==> src/rtl/uart_dbg_bridge.sv <==
// UART-to-bus debug command engine: halt/resume, single and burst bus access, overrun flag.
// Define DBG_RX_TIMEOUT_EN to build the inter-byte receive timeout.
module uart_dbg_bridge #(
  parameter int ADDR_W  = 16,
  parameter int LEN_W   = 8,
  parameter int TIMEOUT = 100000
) (
  input  logic              clk,
  input  logic              rst,
  input  logic              rx_valid,
  input  logic [7:0]        rx_data,
  output logic              tx_start,
  output logic [7:0]        tx_data,
  input  logic              tx_active,
  output logic              bus_req,
  output logic              bus_we,
  output logic [ADDR_W-1:0] bus_addr,
  output logic [7:0]        bus_wdata,
  input  logic [7:0]        bus_rdata,
  input  logic              bus_ack,
  output logic              cpu_halt,
  output logic              busy,
  output logic              err_overflow
);
  localparam int ADDR_BYTES = ADDR_W / 8;
  localparam int LEN_BYTES  = LEN_W / 8;

  typedef enum logic [2:0] {
    S_IDLE, S_ADDR, S_LEN, S_WDATA, S_WBUS, S_RBUS, S_TXWAIT, S_TXGAP
  } state_t;

  state_t            state_reg, state_next;
  logic [7:0]        hdr_cnt_reg, hdr_cnt_next;
  logic [2:0]        op_reg, op_next;
  logic [ADDR_W-1:0] addr_reg, addr_next;
  logic [LEN_W-1:0]  cnt_reg, cnt_next;
  logic              exec_reg, exec_next;
  logic              halt_reg, halt_next;
  logic              hold_full_reg, hold_full_next;
  logic [7:0]        hold_data_reg, hold_data_next;
  logic              req_reg, req_next;
  logic              we_reg, we_next;
  logic [7:0]        wdata_reg, wdata_next;
  logic [7:0]        rbyte_reg, rbyte_next;
  logic              tx_start_reg, tx_start_next;
  logic [7:0]        tx_data_reg, tx_data_next;
  logic              ovf_reg, ovf_next;

  logic              byte_avail;
  logic [7:0]        byte_val;
  logic              receiving;
  logic              xfer_done;
  logic              start_data;
  logic              timeout_hit;
  logic [ADDR_W+7:0] addr_shift;
  logic [LEN_W+7:0]  cnt_shift;

  // A held byte is always older than one arriving now, so it is consumed first.
  assign byte_avail = hold_full_reg | rx_valid;
  assign byte_val   = hold_full_reg ? hold_data_reg : rx_data;
  assign receiving  = (state_reg == S_IDLE) || (state_reg == S_ADDR) ||
                      (state_reg == S_LEN)  || (state_reg == S_WDATA);

`ifdef DBG_RX_TIMEOUT_EN
  localparam int TO_W = $clog2(TIMEOUT + 1);
  logic [TO_W-1:0] to_cnt_reg, to_cnt_next;
  logic            waiting;

  always_comb begin
    waiting     = (state_reg == S_ADDR) || (state_reg == S_LEN) || (state_reg == S_WDATA);
    to_cnt_next = to_cnt_reg;
    if (rx_valid || !waiting)
      to_cnt_next = '0;
    else if (to_cnt_reg != TO_W'(TIMEOUT))
      to_cnt_next = to_cnt_reg + 1'b1;
    timeout_hit = waiting && !byte_avail && (to_cnt_reg == TO_W'(TIMEOUT));
  end

  always_ff @(posedge clk or posedge rst) begin
    if (rst) to_cnt_reg <= '0;
    else     to_cnt_reg <= to_cnt_next;
  end
`else
  assign timeout_hit = 1'b0;
`endif

  always_comb begin
    state_next     = state_reg;
    hdr_cnt_next   = hdr_cnt_reg;
    op_next        = op_reg;
    addr_next      = addr_reg;
    cnt_next       = cnt_reg;
    exec_next      = exec_reg;
    halt_next      = halt_reg;
    hold_full_next = hold_full_reg;
    hold_data_next = hold_data_reg;
    req_next       = req_reg;
    we_next        = we_reg;
    wdata_next     = wdata_reg;
    rbyte_next     = rbyte_reg;
    tx_start_next  = 1'b0;
    tx_data_next   = tx_data_reg;
    ovf_next       = ovf_reg;
    xfer_done      = 1'b0;
    start_data     = 1'b0;
    addr_shift     = {addr_reg, byte_val};
    cnt_shift      = {cnt_reg, byte_val};

    if (receiving) begin
      if (hold_full_reg) begin
        hold_full_next = rx_valid;
        hold_data_next = rx_data;
      end
    end else if (rx_valid) begin
      if (hold_full_reg) begin
        ovf_next = 1'b1;
      end else begin
        hold_full_next = 1'b1;
        hold_data_next = rx_data;
      end
    end

    case (state_reg)
      S_IDLE: begin
        if (byte_avail) begin
          case (byte_val)
            8'h00: halt_next = 1'b1;
            8'h01: halt_next = 1'b0;
            8'h02, 8'h03, 8'h04, 8'h05, 8'h06, 8'h07: begin
              op_next      = byte_val[2:0];
              hdr_cnt_next = '0;
              cnt_next     = '0;
              state_next   = S_ADDR;
            end
            8'h08: ovf_next = 1'b0;
            default: ;
          endcase
        end
      end
      S_ADDR: begin
        if (byte_avail) begin
          addr_next = addr_shift[ADDR_W-1:0];
          if (hdr_cnt_reg == 8'(ADDR_BYTES - 1)) begin
            hdr_cnt_next = '0;
            if (op_reg[2]) begin
              state_next = S_LEN;
            end else begin
              exec_next  = halt_reg;
              start_data = 1'b1;
            end
          end else begin
            hdr_cnt_next = hdr_cnt_reg + 1'b1;
          end
        end
      end
      S_LEN: begin
        if (byte_avail) begin
          cnt_next = cnt_shift[LEN_W-1:0];
          if (hdr_cnt_reg == 8'(LEN_BYTES - 1)) begin
            hdr_cnt_next = '0;
            exec_next    = halt_reg;
            start_data   = 1'b1;
          end else begin
            hdr_cnt_next = hdr_cnt_reg + 1'b1;
          end
        end
      end
      S_WDATA: begin
        if (byte_avail) begin
          wdata_next = byte_val;
          if (exec_reg) state_next = S_WBUS;
          else          xfer_done  = 1'b1;
        end
      end
      S_WBUS, S_RBUS: begin
        if (!req_reg) begin
          req_next = 1'b1;
          we_next  = (state_reg == S_WBUS);
        end else if (bus_ack) begin
          req_next = 1'b0;
          we_next  = 1'b0;
          if (state_reg == S_RBUS) begin
            rbyte_next = bus_rdata;
            state_next = S_TXWAIT;
          end else begin
            xfer_done = 1'b1;
          end
        end
      end
      S_TXWAIT: begin
        if (!tx_active) begin
          tx_start_next = 1'b1;
          tx_data_next  = rbyte_reg;
          state_next    = S_TXGAP;
        end
      end
      S_TXGAP: xfer_done = 1'b1;
      default: state_next = S_IDLE;
    endcase

    // Only opcodes 0x04/0x05 step the address; fixed bursts keep pointing at one data port.
    if (xfer_done) begin
      if (op_reg[2:1] == 2'b10) addr_next = addr_reg + 1'b1;
      if (cnt_reg == '0) begin
        state_next = S_IDLE;
      end else begin
        cnt_next   = cnt_reg - 1'b1;
        start_data = 1'b1;
      end
    end

    if (start_data) begin
      if (!op_reg[0]) begin
        state_next = S_WDATA;
      end else if (exec_next) begin
        state_next = S_RBUS;
      end else begin
        rbyte_next = 8'hFF;
        state_next = S_TXWAIT;
      end
    end

    if (timeout_hit) state_next = S_IDLE;
  end

  always_ff @(posedge clk or posedge rst) begin
    if (rst) begin
      state_reg     <= S_IDLE;
      hdr_cnt_reg   <= '0;
      op_reg        <= '0;
      addr_reg      <= '0;
      cnt_reg       <= '0;
      exec_reg      <= 1'b0;
      halt_reg      <= 1'b0;
      hold_full_reg <= 1'b0;
      hold_data_reg <= '0;
      req_reg       <= 1'b0;
      we_reg        <= 1'b0;
      wdata_reg     <= '0;
      rbyte_reg     <= '0;
      tx_start_reg  <= 1'b0;
      tx_data_reg   <= '0;
      ovf_reg       <= 1'b0;
    end else begin
      state_reg     <= state_next;
      hdr_cnt_reg   <= hdr_cnt_next;
      op_reg        <= op_next;
      addr_reg      <= addr_next;
      cnt_reg       <= cnt_next;
      exec_reg      <= exec_next;
      halt_reg      <= halt_next;
      hold_full_reg <= hold_full_next;
      hold_data_reg <= hold_data_next;
      req_reg       <= req_next;
      we_reg        <= we_next;
      wdata_reg     <= wdata_next;
      rbyte_reg     <= rbyte_next;
      tx_start_reg  <= tx_start_next;
      tx_data_reg   <= tx_data_next;
      ovf_reg       <= ovf_next;
    end
  end

  assign tx_start     = tx_start_reg;
  assign tx_data      = tx_data_reg;
  assign bus_req      = req_reg;
  assign bus_we       = we_reg;
  assign bus_addr     = addr_reg;
  assign bus_wdata    = wdata_reg;
  assign cpu_halt     = halt_reg;
  assign busy         = (state_reg != S_IDLE);
  assign err_overflow = ovf_reg;
endmodule

==> config.mk <==
export PLATFORM = sky130hd
export DESIGN_NAME = uart_dbg_bridge
export DESIGN_NICKNAME = d
export VERILOG_FILES = /design/src/rtl/uart_dbg_bridge.sv
export SDC_FILE = /design/constraint.sdc
export NUM_CORES = 1
export LEC_CHECK = 0
export CORE_UTILIZATION = 24
export CTS_BUF_LIST = sky130_fd_sc_hd__clkbuf_4 sky130_fd_sc_hd__clkbuf_8
export CTS_CLUSTER_DIAMETER = 150
export DETAILED_ROUTE_END_ITERATION = 8
export PLACE_DENSITY_LB_ADDON = 0.12
export SYNTH_ARGS = -nofsm -noshare
export SYNTH_HDL_FRONTEND = slang
export SYNTH_SLANG_ARGS = --single-unit
==> constraint.sdc <==
create_clock -name clk -period 3.1 [get_ports clk]
set_input_delay 0.62 -clock clk [delete_from_list [all_inputs] [get_ports clk]]
set_output_delay 0.62 -clock clk [all_outputs]
set_load 0.01 [all_outputs]
# Word level (Yosys, flattened, before mapping)
# Cells that the tools add are included.
dict set report op_classes {
  add_sub_neg 3
  muxes 81
  eq_ne 23
  n_bitwise 2
  n_reduce_logical 20
}
# operator count
set op_table {}
lappend op_table {{$mux W8} 22}
lappend op_table {{$mux W16} 4}
lappend op_table {{$mux W3} 15}
lappend op_table {{$eq A8 B3 Y1 const B} 4}
lappend op_table {{$mux W1} 32}
lappend op_table {{$logic_not A8 Y1} 3}
lappend op_table {{$pmux W8 S3} 1}
lappend op_table {{$add A16 B1 Y16 const B} 1}
lappend op_table {{$eq A8 B1 Y1 const B} 2}
lappend op_table {{$eq A8 B2 Y1 const B} 2}
lappend op_table {{$pmux W8 S2} 1}
lappend op_table {{$pmux W3 S5} 1}
lappend op_table {{$eq A3 B3 Y1 const B} 4}
lappend op_table {{$ne A2 B2 Y1 const B} 5}
lappend op_table {{$add A8 B1 Y8 const B} 1}
lappend op_table {{$eq A8 B4 Y1 const B} 1}
lappend op_table {{$reduce_and A2 Y1} 4}
lappend op_table {{$sub A8 B1 Y8 const B} 1}
lappend op_table {{$eq A3 B2 Y1 const B} 2}
lappend op_table {{$pmux W1 S2} 3}
lappend op_table {{$reduce_and A3 Y1} 2}
lappend op_table {{$reduce_bool A3 Y1} 2}
lappend op_table {{$reduce_or A6 Y1} 1}
lappend op_table {{$reduce_and A5 Y1} 1}
lappend op_table {{11 further kinds} 14}
dict set report word_totals {
  inputBits 21
  elab_cells 145
  reg_bits 77
  out_inout_bits 38
}

# Longest topological paths before layout
dict set report depth {
  ltp_word 9
  mapped_depth 9
  mapped_depth_nobuf 7
}

# Worst setup path before layout
# Ideal clock, no wire load.
dict set report synth_path {
  path_type {input-to-reg}
  start {in rx_valid}
  end {reg addr_reg[5] (netlist: bus_addr[5])}
  t_required_ps 2981
  cell_stages 8
  setup_ps 119
  path_buffers 3
  t_arrival_ps 2157
  setup_slack_ps 824
  path_cell_list {or2_2 -> clkbuf_1 -> o2111ai_1 -> a21boi_1 -> buf_4 -> buf_2 -> mux2i_1 -> o21a_1}
}
dict set report synth_via {
  elab_chain_cells 5
  elab_cells_between_ends 7
  cone_classes {mux (6); bitwise (1)}
}
# element line_no
set synth_lines {}
lappend synth_lines {{from (decl)} 10} ;# input logic rx_valid,
lappend synth_lines {{$or A1 B1 Y1 (*)} 59} ;# assign byte_avail = hold_full_reg | rx_valid;
lappend synth_lines {{$mux W16} 141} ;# if (byte_avail) begin
lappend synth_lines {{$mux W16} 123} ;# case (state_reg)
lappend synth_lines {{$mux W16} 203} ;# if (op_reg[2:1] == 2'b10) addr_next = addr_reg + 1'b1;
lappend synth_lines {{$mux W16 (*)} 202} ;# if (xfer_done) begin
lappend synth_lines {{via addr_next[5]} 35} ;# logic [ADDR_W-1:0] addr_reg, addr_next;
lappend synth_lines {{to (signal assigned)} 248} ;# addr_reg <= addr_next;
lappend synth_lines {{to (decl)} 35}
# Mark *: on every way through the listed nets, which the timed path passes. The rest lies on a longest branch.
# A chain may end at the register's enable or synchronous reset.

# Final worst setup path
dict set report layout_path {
  start {reg state_reg[0]}
  end {out busy}
}
dict set report layout_via {
  elab_chain_cells 1
}
# element line_no
set layout_lines {}
lappend layout_lines {{from (decl)} 32} ;# state_t state_reg, state_next;
lappend layout_lines {{from (signal assigned)} 245} ;# state_reg <= state_next;
lappend layout_lines {{$reduce_bool A3 Y1} 271} ;# assign busy = (state_reg != S_IDLE);
lappend layout_lines {{to (decl)} 22} ;# output logic busy,
# Every way passes these cells.

==> results.md <==
- At the end of routability-driven placement, the weighted congestion stood at 0.834.
- The floorplan step defined a die boundary enclosing roughly 0.018 mm².
- The worst min-delay path class is flop to flop.
- The clock network latency to the later pin of the worst-skew pair is ~380 ps.
- The largest voltage drop on the vdd net is roughly 390 µV.
- The worst path in the final design needs a cycle of approximately 2800 ps, including I/O delays and setup.
- The actual transition at the worst max-transition pin is slightly above 700 ps.
- The area added between synthesis and finish is 26.4%.
- The startpoint identified for the worst hold timing path is hdr_cnt_reg[7]$_DFFE_PP0P_.
- The timing-limited maximum frequency is 356 MHz.
- The routed length on met2 is between 5000 and 6000 µm.
- For this design the top-level I/O count stands at a little under 60.
- The clock transition at the register clock pins on the worst setup and hold paths after CTS is ~80 ps.
- Global routing finished with a remaining overflow of 0.
- The synthesized netlist contains 65 unique library cells.
- The clock sink count is 77.
- The clock skew after layout is ~17 ps.
- The synthesized design contains between 70 and 80 register bits.
- The register with the most flip-flops in the layout has 16 of them.
- Once the floorplan was initialized, standard cells occupied 24.5% of the core.
- The max-slew violation count is 0.
- The CTS tree is done.
- The mean cell area of the mapped netlist is roughly 9.4 µm².
- The cell sitting at the root of the clock tree is a sky130_fd_sc_hd__clkbuf_8.
- The maximum clock insertion buffer count is 2.
- Buffers inserted to repair hold after CTS numbered 0.
- The worst setup path is of the flop to primary output kind.
- For this run, the post-layout net count is ~540.
- The cell count after synthesis is 450.
- Once the clock tree was built, the setup fixing pass inserted 0 buffers.
- The number of warnings printed during yosys synthesis is 0.
- The number of iterations in the first detailed-routing pass is 5.
- Summed over all nets, wire length on met3 after detailed routing comes to around 530 µm.
- The startpoint identified for the worst register-to-register timing path is cnt_reg[2]$_DFF_PP0_.
- The number of antenna diodes in the final layout is 0.
- The setup total negative slack is 0 ps.
- After legalization and detailed placement, the total HPWL measured 8350 µm.
- Buffers placed on the I/O ports in this run total 58.
- The power density relative to cell area is ~940 mW/mm².
- The critical path launch point type is a flop.
- The first global-routing pass estimated between 20000 and 25000 µm of wire.
- For this design the total switching power over the nets is between 2 and 2.5 mW.
- The synthesized net count is 477.
- The number of levels the H-tree was split into is 3.
- The post-cts gate resize count is 0.
- The worst pin sits at a relative slew slack of between 50% and 60%.
- The floorplan has between 40 and 50 rows.
- The via count of the first global-routing pass came to roughly 3700.
- The filler cells instantiated in the layout total 1823.
- Along the worst path, the maximum fanout reaches 13.
- The portion of the post-synthesis area used by sequential elements is between 40% and 50%.
- The critical path starts at state_reg[0]$_DFF_PP0_.
- The data required time at the worst endpoint is 2480 ps.
- The post-route DRC violation count is 0.
- In this run the standard cell core region covers ~0.017 mm².
- The synthesized design contains 0 enable-type register cells.
- The first routing iteration left 252 violations.
- For this block, wires on met1 add up to 6080 µm.
- The internal power summed over all cells is roughly 3 mW.
- Setup repair after global routing left no endpoint under its margin.
- The remaining antenna violation count after routing is 0.
- The number of maximum-capacitance constraint violations is 0.
- In the routed layout, each cell is associated on average with a via count of about 5.
- The final setup violation count is 0.
- Global routing used ~15% of the available tracks across all layers.
- Entering global routing, the biggest net connects 47 pins.
- The part of the cycle the worst path needs is 90.6%.
- The core utilization of the finished layout is 31.0%.
- After synthesis, the share of flip-flops with an asynchronous set or reset is 100%.
- The number of endpoints with negative hold slack in the final report is 0.
- The static leakage power is 2.17 nW.
- Cells with a size suffix above 1 make up 14.3% of the layout.
- Measured along the y axis, the die boundary spans approximately 130 µm.
- STA classifies the critical path endpoint as a primary output.
- The cell area after synthesis is roughly 0.0042 mm².
- The die span in x is 135 µm.
- STA puts the critical path data arrival time at between 2000 and 2500 ps.
- In this run the top signal layer used is met4.
- The number of buffers created by CTS is 9.
- The total power is just over 5 mW.
- Dividing the detail-routed wire length by the instance count gives ~16 µm.
- Combinational cells account for 46.6% of the total power.
- The clock network accounts for between 10% and 20% of the total power.
- The number of antenna violations at the first check in global routing is 0.
- The most used flip-flop cell after synthesis is sky130_fd_sc_hd__dfrtp_1.
- The final route contains between 3000 and 4000 vias.
- The switching share of power is 40.3%.
- Per report_power, the sequential group accounts for 37.2% of the total.
- Summed over all layers, the routed wires come to 12100 µm.
- The flow ran to the end, and the final reports show no timing, DRC or antenna violations.
-- layer usage --
layer	vias to the layer above	track usage, %
met5	-	0
met4	0	4.62
met3	13	3.42
met2	90	21.7
met1	1833	20.5
li1	1780	-
-- metrics by stage --
stage	std cells	hold WS [ps]	setup slack, ps	instance area, µm²
finish	744	490	292	5360
global route	744	525	169	5360
CTS	744	489	261	5360
detailed placement	728	472	173	5160
global placement	728	472	282	5160
floorplan	450	449	513	4240
-- cell type report --
class | instances | area, µm² | area share (%)
Sequential cell | 77 | 1930 | 36.0
Clock buffer | 12 | 153 | 2.85
Multi-Input combinational cell | 334 | 2160 | 40.3
Clock inverter | 4 | 47.5 | 0.887
Tap cell | 225 | 282 | 5.25
Timing Repair Buffer | 76 | 728 | 13.6
Inverter | 16 | 61.3 | 1.14
-- cells in the mapped netlist (4+ instances only) --
cell	instances	share of area (%)
sky130_fd_sc_hd__a21oi_1	20	2.4
sky130_fd_sc_hd__a31oi_1	6	0.89
sky130_fd_sc_hd__and3_1	8	1.2
sky130_fd_sc_hd__buf_2	4	0.47
sky130_fd_sc_hd__clkbuf_1	16	1.4
sky130_fd_sc_hd__dfrtp_1	77	45
sky130_fd_sc_hd__ha_1	6	1.8
sky130_fd_sc_hd__inv_1	16	1.4
sky130_fd_sc_hd__mux2_2	21	5.6
sky130_fd_sc_hd__mux2i_1	18	4.3
sky130_fd_sc_hd__nand2_1	45	4.0
sky130_fd_sc_hd__nand2b_1	7	1.0
sky130_fd_sc_hd__nand3_1	30	3.5
sky130_fd_sc_hd__nand4_1	6	0.89
sky130_fd_sc_hd__nor2_1	40	3.5
sky130_fd_sc_hd__nor2b_1	6	0.89
sky130_fd_sc_hd__nor3_1	11	1.3
sky130_fd_sc_hd__o21a_1	5	0.89
sky130_fd_sc_hd__o21ai_0	27	3.2
sky130_fd_sc_hd__o221a_2	4	1.1
sky130_fd_sc_hd__o22ai_1	6	0.89
sky130_fd_sc_hd__or3_1	6	0.89
-- cells by family (layout without fill, tap and decap cells) --
family,count (synthesis),in the layout,synth area share (%)
AO/OA/AOI/OAI,109,109,18.0
XOR/XNOR,2,2,0.413
adder cells (fa/ha/maj),6,6,1.77
buffers and inverters,39,108,3.66
flip-flops,77,77,45.5
multiplexers,39,39,9.83
AND/OR/NAND/NOR,178,178,20.9
-- placed cells by master, fill, tap and decap left out, types with 3 or more instances in the layout --
cell / instances
sky130_fd_sc_hd__a32oi_1: 3
sky130_fd_sc_hd__or2_2: 3
sky130_fd_sc_hd__a211oi_1: 3
sky130_fd_sc_hd__inv_1: 15
sky130_fd_sc_hd__nand2b_1: 7
sky130_fd_sc_hd__ha_1: 6
sky130_fd_sc_hd__clkbuf_8: 10
sky130_fd_sc_hd__nand4_1: 6
sky130_fd_sc_hd__clkinv_2: 3
sky130_fd_sc_hd__nand2_1: 45
sky130_fd_sc_hd__o22ai_1: 6
sky130_fd_sc_hd__or3_1: 6
sky130_fd_sc_hd__a31oi_1: 6
sky130_fd_sc_hd__o31ai_1: 3
sky130_fd_sc_hd__o21a_1: 5
sky130_fd_sc_hd__o21ai_0: 27
sky130_fd_sc_hd__nor2b_1: 6
sky130_fd_sc_hd__mux2i_1: 18
sky130_fd_sc_hd__o221a_2: 4
sky130_fd_sc_hd__a21oi_1: 20
sky130_fd_sc_hd__o32ai_1: 3
sky130_fd_sc_hd__nor3_1: 11
sky130_fd_sc_hd__dfrtp_1: 77
sky130_fd_sc_hd__buf_4: 17
sky130_fd_sc_hd__and3_1: 8
sky130_fd_sc_hd__mux2_2: 21
sky130_fd_sc_hd__clkdlybuf4s50_1: 58
sky130_fd_sc_hd__nand3_1: 30
sky130_fd_sc_hd__nor2_1: 40
sky130_fd_sc_hd__a31o_2: 3
-- critical path, cell delays in order (launching register included) --
cell                              delay (ps)
sky130_fd_sc_hd__dfrtp_1                 530
sky130_fd_sc_hd__or2_1                   390
sky130_fd_sc_hd__nor2_1                  320
sky130_fd_sc_hd__inv_1                    90
sky130_fd_sc_hd__clkdlybuf4s50_1         490
-- power groups by stage --
stage	Clock, mW	Combinational (mW)	Sequential (mW)
2_1_floorplan	0	1.46	1.80
3_3_place_gp	0	2.35	1.90
3_5_place_dp	0	2.36	1.90
4_1_cts	0.843	2.37	1.88
5_1_grt	0.888	2.62	1.96
6_report	0.815	2.34	1.87
-- path summary, 6_finish.rpt --
| path | endpoint | slack (ps) | cells after the start |
|---|---|---|---|
| max | busy | 290 | 4 |
| min | hdr_cnt_reg[7]$_DFFE_PP0P_ | 490 | 1 |
| max reg2reg | rbyte_reg[0]$_DFF_PP0_ | 590 | 5 |
| min reg2reg | hdr_cnt_reg[7]$_DFFE_PP0P_ | 490 | 1 |
| max in group asynchronous | hold_data_reg[4]$_DFFE_PP0P_ | 1790 | 3 |
| min in group asynchronous | tx_data[2]$_DFFE_PP0P_ | 630 | 2 |
Power figures use the tool's default switching activity.
